`config.mk`:
```
export PLATFORM = sky130hd
export DESIGN_NAME = fetch_sequencer_flat
export DESIGN_NICKNAME = d
export VERILOG_FILES = /design/src/rtl/nic8_pkg.sv /design/src/rtl/fetch_sequencer_if.sv /design/src/rtl/step_handshake.sv /design/src/rtl/fetch_sequencer.sv /design/src/flat_wrapper.sv
export SDC_FILE = /design/constraint.sdc
export NUM_CORES = 1
export LEC_CHECK = 0
export ABC_AREA = 0
export CORE_MARGIN = 4
export CORE_UTILIZATION = 44
export DETAILED_ROUTE_END_ITERATION = 6
export GPL_TIMING_DRIVEN = 0
export PLACE_DENSITY = 0.79
export SLEW_MARGIN = 20
export SYNTH_ARGS = -nofsm -noshare
export SYNTH_HDL_FRONTEND = slang
export SYNTH_SLANG_ARGS = --single-unit
```
`constraint.sdc`:
```
create_clock -name clk -period 2.7 [get_ports clk]
set_input_delay 0.54 -clock clk [delete_from_list [all_inputs] [get_ports clk]]
set_output_delay 0.54 -clock clk [all_outputs]
set_load 0.02 [all_outputs]
```
`src/rtl/nic8_pkg.sv`:
```
`default_nettype none
// +----------------------------------------------------------------------------+
// | nic8_pkg : shared constants, fetch FSM states and IR field layout          |
// | Revision : 1.0                                                             |
// +----------------------------------------------------------------------------+
package nic8_pkg;

  localparam logic [7:0] c_nop_ir = 8'h00;

  typedef enum logic [1:0] {
    RUN    = 2'd0,
    HALTED = 2'd1,
    STEP   = 2'd2,
    ACK    = 2'd3
  } fetch_state_e;

  typedef struct packed {
    logic       b7;
    logic [2:0] dest;
    logic       b3;
    logic [2:0] source;
  } ir_fields_t;

endpackage
`default_nettype wire

```
`src/rtl/fetch_sequencer_if.sv`:
```
`default_nettype none
// +----------------------------------------------------------------------------+
// | fetch_sequencer_if : ROM/bus/decode feedback and front-panel handshake     |
// | Revision : 1.0                                                             |
// +----------------------------------------------------------------------------+
interface fetch_sequencer_if #(
  parameter int CNT_W = 16
);
  logic [7:0]       romData;
  logic [7:0]       dbus;
  logic             denyFetch;
  logic             doJumpBar;
  logic             run;
  logic             stepReq;
  logic [7:0]       pc;
  logic [7:0]       ir;
  logic             exec;
  logic             bubble;
  logic             stepAck;
  logic [CNT_W-1:0] insnCount;

  modport master (
    input  romData, dbus, denyFetch, doJumpBar, run, stepReq,
    output pc, ir, exec, bubble, stepAck, insnCount
  );

  modport slave (
    output romData, dbus, denyFetch, doJumpBar, run, stepReq,
    input  pc, ir, exec, bubble, stepAck, insnCount
  );
endinterface
`default_nettype wire

```
`src/rtl/step_handshake.sv`:
```
`default_nettype none
// +----------------------------------------------------------------------------+
// | step_handshake : run/halt/single-step FSM producing exec and stepAck       |
// | Revision : 1.0                                                             |
// +----------------------------------------------------------------------------+
module step_handshake
  import nic8_pkg::*;
(
  input  logic clk,
  input  logic resetBar,
  input  logic run,
  input  logic stepReq,
  output logic exec,
  output logic stepAck
);

  fetch_state_e r_state;
  fetch_state_e w_next;
  logic         r_ack;

  always_ff @(posedge clk) begin
    if (!resetBar) begin
      r_state <= run ? RUN : HALTED;
      r_ack   <= 1'b0;
    end else begin
      r_state <= w_next;
      r_ack   <= (w_next == ACK);
    end
  end

  // exec depends on state alone so the datapath never sees a combinational path from inputs
  always_comb begin
    w_next = r_state;
    exec   = 1'b0;
    case (r_state)
      RUN: begin
        exec = 1'b1;
        if (!run) w_next = HALTED;
      end
      HALTED: begin
        if (run)                    w_next = RUN;
        else if (stepReq && !r_ack) w_next = STEP;
      end
      STEP: begin
        exec   = 1'b1;
        w_next = ACK;
      end
      ACK: begin
        if (!stepReq) w_next = run ? RUN : HALTED;
      end
      default: w_next = HALTED;
    endcase
  end

  assign stepAck = r_ack;

endmodule
`default_nettype wire

```
`src/rtl/fetch_sequencer.sv`:
```
`default_nettype none
// +----------------------------------------------------------------------------+
// | fetch_sequencer : PC / IR / retired-count datapath with bubble insertion   |
// | Revision : 1.0                                                             |
// +----------------------------------------------------------------------------+
module fetch_sequencer
  import nic8_pkg::*;
#(
  parameter logic [7:0] NOP_IR = c_nop_ir,
  parameter int         CNT_W  = 16
) (
  input  logic               clk,
  input  logic               resetBar,
  fetch_sequencer_if.master  bus
);

  logic [7:0]       r_pc;
  logic [7:0]       r_ir;
  logic             r_bubble;
  logic [CNT_W-1:0] r_cnt;
  logic             w_exec;
  logic             w_step_ack;

  step_handshake u_step (
    .clk      (clk),
    .resetBar (resetBar),
    .run      (bus.run),
    .stepReq  (bus.stepReq),
    .exec     (w_exec),
    .stepAck  (w_step_ack)
  );

  // The count reflects the instruction leaving ir, so a bubble retiring never bumps it
  always_ff @(posedge clk) begin
    if (!resetBar) begin
      r_pc     <= 8'h00;
      r_ir     <= NOP_IR;
      r_bubble <= 1'b1;
      r_cnt    <= '0;
    end else if (w_exec) begin
      if (!r_bubble) r_cnt <= r_cnt + CNT_W'(1);
      if (!bus.doJumpBar) begin
        r_pc     <= bus.dbus;
        r_ir     <= NOP_IR;
        r_bubble <= 1'b1;
      end else if (bus.denyFetch) begin
        r_pc     <= r_pc + 8'd1;
        r_ir     <= NOP_IR;
        r_bubble <= 1'b1;
      end else begin
        r_pc     <= r_pc + 8'd1;
        r_ir     <= bus.romData;
        r_bubble <= 1'b0;
      end
    end
  end

  assign bus.pc        = r_pc;
  assign bus.ir        = r_ir;
  assign bus.bubble    = r_bubble;
  assign bus.exec      = w_exec;
  assign bus.stepAck   = w_step_ack;
  assign bus.insnCount = r_cnt;

endmodule
`default_nettype wire
```
`src/flat_wrapper.sv`:
```
// flat-port wrapper written by rule: the top's interface ports become plain ports
module fetch_sequencer_flat import nic8_pkg::*;
#(
  parameter logic [7:0] NOP_IR = c_nop_ir,
  parameter int         CNT_W  = 16
)
  (clk, resetBar, bus_romData, bus_dbus, bus_denyFetch, bus_doJumpBar, bus_run, bus_stepReq, bus_pc, bus_ir, bus_exec, bus_bubble, bus_stepAck, bus_insnCount);
  fetch_sequencer_if #(.CNT_W(CNT_W)) bus_i ();
  input  logic clk;
  input  logic resetBar;
  input wire logic [$bits(bus_i.romData)-1:0] bus_romData;
  input wire logic [$bits(bus_i.dbus)-1:0] bus_dbus;
  input wire logic [$bits(bus_i.denyFetch)-1:0] bus_denyFetch;
  input wire logic [$bits(bus_i.doJumpBar)-1:0] bus_doJumpBar;
  input wire logic [$bits(bus_i.run)-1:0] bus_run;
  input wire logic [$bits(bus_i.stepReq)-1:0] bus_stepReq;
  output wire logic [$bits(bus_i.pc)-1:0] bus_pc;
  output wire logic [$bits(bus_i.ir)-1:0] bus_ir;
  output wire logic [$bits(bus_i.exec)-1:0] bus_exec;
  output wire logic [$bits(bus_i.bubble)-1:0] bus_bubble;
  output wire logic [$bits(bus_i.stepAck)-1:0] bus_stepAck;
  output wire logic [$bits(bus_i.insnCount)-1:0] bus_insnCount;
  assign bus_i.romData = bus_romData;
  assign bus_i.dbus = bus_dbus;
  assign bus_i.denyFetch = bus_denyFetch;
  assign bus_i.doJumpBar = bus_doJumpBar;
  assign bus_i.run = bus_run;
  assign bus_i.stepReq = bus_stepReq;
  assign bus_pc = bus_i.pc;
  assign bus_ir = bus_i.ir;
  assign bus_exec = bus_i.exec;
  assign bus_bubble = bus_i.bubble;
  assign bus_stepAck = bus_i.stepAck;
  assign bus_insnCount = bus_i.insnCount;
  fetch_sequencer #(.NOP_IR(NOP_IR), .CNT_W(CNT_W)) u_core (.clk(clk), .resetBar(resetBar), .bus(bus_i));
endmodule
```
# Word level (Yosys, flattened, before mapping)
# Cells that the tools add are included.
# Widths: inputs -> output; s select.
# word_totals
in_bits	22
output_inout_bits	35
wordCells	31
reg_bits	36
# classes
add_sub_neg	2
bitwise_logic	1
eq_ne	4
n_mux	13
n_reduce_logical	5
# ops
cell	count
$mux 8	3
$add 16x1->16 const B	1
$mux 2	5
$add 8x1->8 const B	1
$pmux 2 s4	1
$eq 2x2->1 const B	3
$mux 1	4
$eq 2x1->1 const B	1
$logic_not 2->1	1
$reduce_and 2->1	1
$reduce_or 2->1	1
$logic_and 1x1->1	1
$logic_not 1->1	1
$not 1->1	1

# Logic depth before layout (Yosys ltp)
# depth
word_depth	6
ltp_mapped	5

# Modules after synthesis
# A second synthesis with hierarchy kept.
# unflattened
hier_cells	196
hier_area_um2	1642.8
# modules_own_cells
module	n_inst	cells_each	area_each_um2	seq_area_each_um2
fetch_sequencer	1	182	1526.5	660.6
step_handshake	1	14	116.4	60.1

# Worst setup path after synthesis
# OpenSTA, ideal clock, no wires.
# synth_path
kind	register to register
startpoint	register u_core.r_cnt[6], in the netlist u_core.bus.insnCount[6]
endpoint	register u_core.r_cnt[15], in the netlist u_core.bus.insnCount[15]
path_slack_ps	975
stages_incl_launch_ff	5
period_less_slack_ps	1725
t_required_ps	2630
arrival_ps	1655
path_buffers	0
cell_sequence	dfxtp_1 nand4_2 or3_4 or4_1 a21oi_1
# synth_via
elab_chain_len	1
# synth_lines
element	line_no	source
from (decl)	fetch_sequencer.sv:20	logic [CNT_W-1:0] r_cnt;
from (signal assigned)	fetch_sequencer.sv:41	if (!r_bubble) r_cnt <= r_cnt + CNT_W'(1);
$add 16x1->16	fetch_sequencer.sv:41	
# No other way between the ends.
# A chain may end at the register's enable or synchronous reset.

# Worst setup path after layout
# layout_path
startpoint	register u_core.u_step.r_state[0]
endpoint	output port bus_exec
# layout_via
elab_chain_len	3
word_cells_on_any_way	4
classes_between	eq/ne (1); mux (1); reduce/logical (2)
# layout_lines
element	line_no	source
from (decl)	step_handshake.sv:17	fetch_state_e r_state;
from (signal assigned)	step_handshake.sv:23	r_state <= run ? RUN : HALTED;
from (signal assigned)	step_handshake.sv:26	r_state <= w_next;
$eq 2x2->1 or $logic_not 2->1 (tied branches)	step_handshake.sv:35	case (r_state)
$reduce_or 2->1 (no source line) *	n/a	
$mux 1 *	step_handshake.sv:35	
to (decl)	flat_wrapper.sv:19	output wire logic [$bits(bus_i.exec)-1:0] bus_exec;
# Mark *: on every way between the ends. The rest lies on a longest branch, timed or not.

==> results.yml <==
status:
  status: "finished clean"
setup_path:
  arrival_ps: 1680
  cp-end-kind: "output pin"
  worstPathMaxFanout: 9
  path_cells: "clkinv_1, clkdlybuf4s50_1"
  crit_path_start_kind: "flip-flop"
  slowest_delay_ps: 620
  required_ps: 2160
  crit_type: "flip-flop to output pin"
  cp_slowest_cell: "clkdlybuf4s50_1"
placement:
  port_buffers: 56
  hpwl_um: 2930
  gp_congestion: 0.786
  post-place-ws_ps: 616
route:
  ant_nets: 0
  post-route-drc-count: 0
  drt_pass1_iterations: 4
  wl_per_cell_um: 13.0
  drtIter0Drc: 75
  routed_via_density: 5.38
  totalWireLength_um: 3830
  num_vias: 1582
synth:
  netlist_area_mm2: 0.00159
  yosysWarnings: 0
  avgSynthCellArea_um2: 8.60
  synth-seq-cells: 36
  synthDistinctLibCells: 38
  netlist.area_leader.share_pct: 45.3
  synthArstFlopShare_pct: 0
  synth_edf_count: 0
  netlist_instances: 185
  synth_fp_nets: 209
  synth_area_leaders: "dfxtp_1 45%, nor2_1 6.6%, a22oi_1 5.7%, a21oi_1 3.8%, o21ai_0 3.1%"
  synth_top_area_cell: "dfxtp_1"
  ys_seq_area_share_pct: 45.3
  synthMostInstantiatedCell: "dfxtp_1"
  synth_common_cells: "36 x dfxtp_1, 28 x nor2_1, 12 x a21oi_1, 12 x a22oi_1"
  ys.flop_type: "dfxtp_1"
grt:
  grt_overflow: 0
  grt_pass1_vias: 1506
  grt_pass1_wl_um: 6540
  grt.total_usage_pct: 18.4
  grt_antenna_before_repair: 0
  grt_max_degree: 11
floorplan:
  die_x_um: 68.1
  rows: 21
  start_util_pct: 46.6
  dieArea_mm2: 0.00464
  dieHeight_um: 68.1
  core_region_area_mm2: 0.00342
  io-pin-count: 57
cts:
  clock_latency_ps: 340
  cts_buffer_depth: 2
  numCtsBuffers: 5
  cts_max_level: 2
  post_cts_buffers: 0
  hold_buffers: 0
  cts_root_buffer: "clkbuf_4"
  cts_tree: "built"
  clk_pin_slew_ps: 100
  cts.sinks: 36
  post_cts_resized: 0
timing:
  fin_crit_ps: 2220
  tightestPinTransition_ps: 516
  fin_skew_ps: 7.80
  drv_slew: 0
  setup_ws_ps: 476
  final_hold_viol_count: 0
  period_share_pct: 82.4
  fmaxAchievable_mhz: 450
  setup_violations: 0
  rsz0062_at_grt: "no"
  setup_tns_ps: 0
  slew_headroom_pct: 65.4
cells_and_area:
  nets: 272
  antenna_cells: 0
  ff_latch_area_um2: 721
  fillers: 310
  drive_gt1_share_pct: 5.65
  synthToLayoutAreaGrowth_pct: 43.0
  multiInputGateArea_um2: 817
  post-route-util_pct: 66.6
worst_hold_path:
  hold_class: "flip-flop to flip-flop"
pwr:
  vdd_drop_max_mv: 0.295
  power.density_mw_per_mm2: 461
  leakagePower_uw: 0.000783
job:
  drv_cap: 0
-- state kept, by name (all words and copies together) (netlist names) --
| register | count |
|---|---|
| u_core.bus.insnCount | 16 |
| u_core.bus.ir | 8 |
| u_core.bus.pc | 8 |
| u_core.u_step.r_state | 2 |
| u_core.bus.bubble | 1 |
| u_core.u_step.stepAck | 1 |
-- final timing paths --
kind	slack (ps)	depth (start not counted)	end	start
setup / recovery	480	2	bus_exec	u_core.u_step.r_state[0]$_DFF_P_
hold / removal	480	2	u_core.u_step.r_state[0]$_DFF_P_	u_core.u_step.r_state[1]$_SDFF_PN0_
setup reg to reg	940	5	u_core.bus.insnCount[14]$_SDFFE_PN0P_	u_core.bus.insnCount[0]$_SDFFE_PN0P_
hold reg to reg	480	2	u_core.u_step.r_state[0]$_DFF_P_	u_core.u_step.r_state[1]$_SDFF_PN0_
-- worst max-delay path: cells and delay by family, from the launching register on --
kind | cells | cell delay [ps]
buffers and inverters | 2 | 900
DFF | 1 | 460
-- metrics by stage --
step | cell area [um2] | power, uW | hold slack (ps) | instances
2_1_floorplan | 1590 | 654 | 444 | 185
3_3_place_gp | 2210 | 736 | 462 | 287
3_5_place_dp | 2210 | 738 | 467 | 287
4_1_cts | 2270 | 1060 | 483 | 294
5_1_grt | 2270 | 1090 | 498 | 294
6_report | 2270 | 1050 | 479 | 294
-- metal layers --
metal | track usage (%) | vias to the layer above | wire length [um]
li1 | - | 795 | -
met1 | 21.9 | 734 | 1680
met2 | 29.0 | 43 | 1680
met3 | 8.21 | 10 | 390
met4 | 7.44 | 0 | 84
met5 | 0 | - | 0
-- final cells by class --
type | count | share of cell area [%]
multi-input cells | 135 | 35.9
clock buffers | 7 | 2.86
well taps | 46 | 2.53
inverters | 7 | 1.16
plain buffers | 7 | 1.16
repair buffers | 56 | 24.7
flip-flops and latches | 36 | 31.7
-- power by group --
group          switching [uW]  internal (uW)  leakage, uW  total (uW)
logic                    77.3           78.5     0.000453         156
registers                20.9            548     0.000292         569
clock network             175            148    0.0000374         323
total                     273            774     0.000783        1050
-- kinds of logic (layout without fill, tap and decap cells) --
logic type      count (synthesis)  after routing  synth area share [%]
flops                          36             36                  45.3
xor+xnor                        9              9                  4.96
simple gates                   76             76                  25.4
buf+inv                        14             77                  3.30
mux                             2              2                  1.26
fa+ha+maj                       2              2                  1.57
compound gates                 46             46                  18.2
-- placed cells by master, fill, tap and decap left out, drive strengths merged, types with 9 or more instances in the layout --
cell type and n:
clkbuf 12, dfxtp 36, nand2 10, nand3 9, a22oi 12, clkdlybuf4s50 56, o21ai 10, nor2 28
a21oi 12
(Power assumes the default switching activity.)
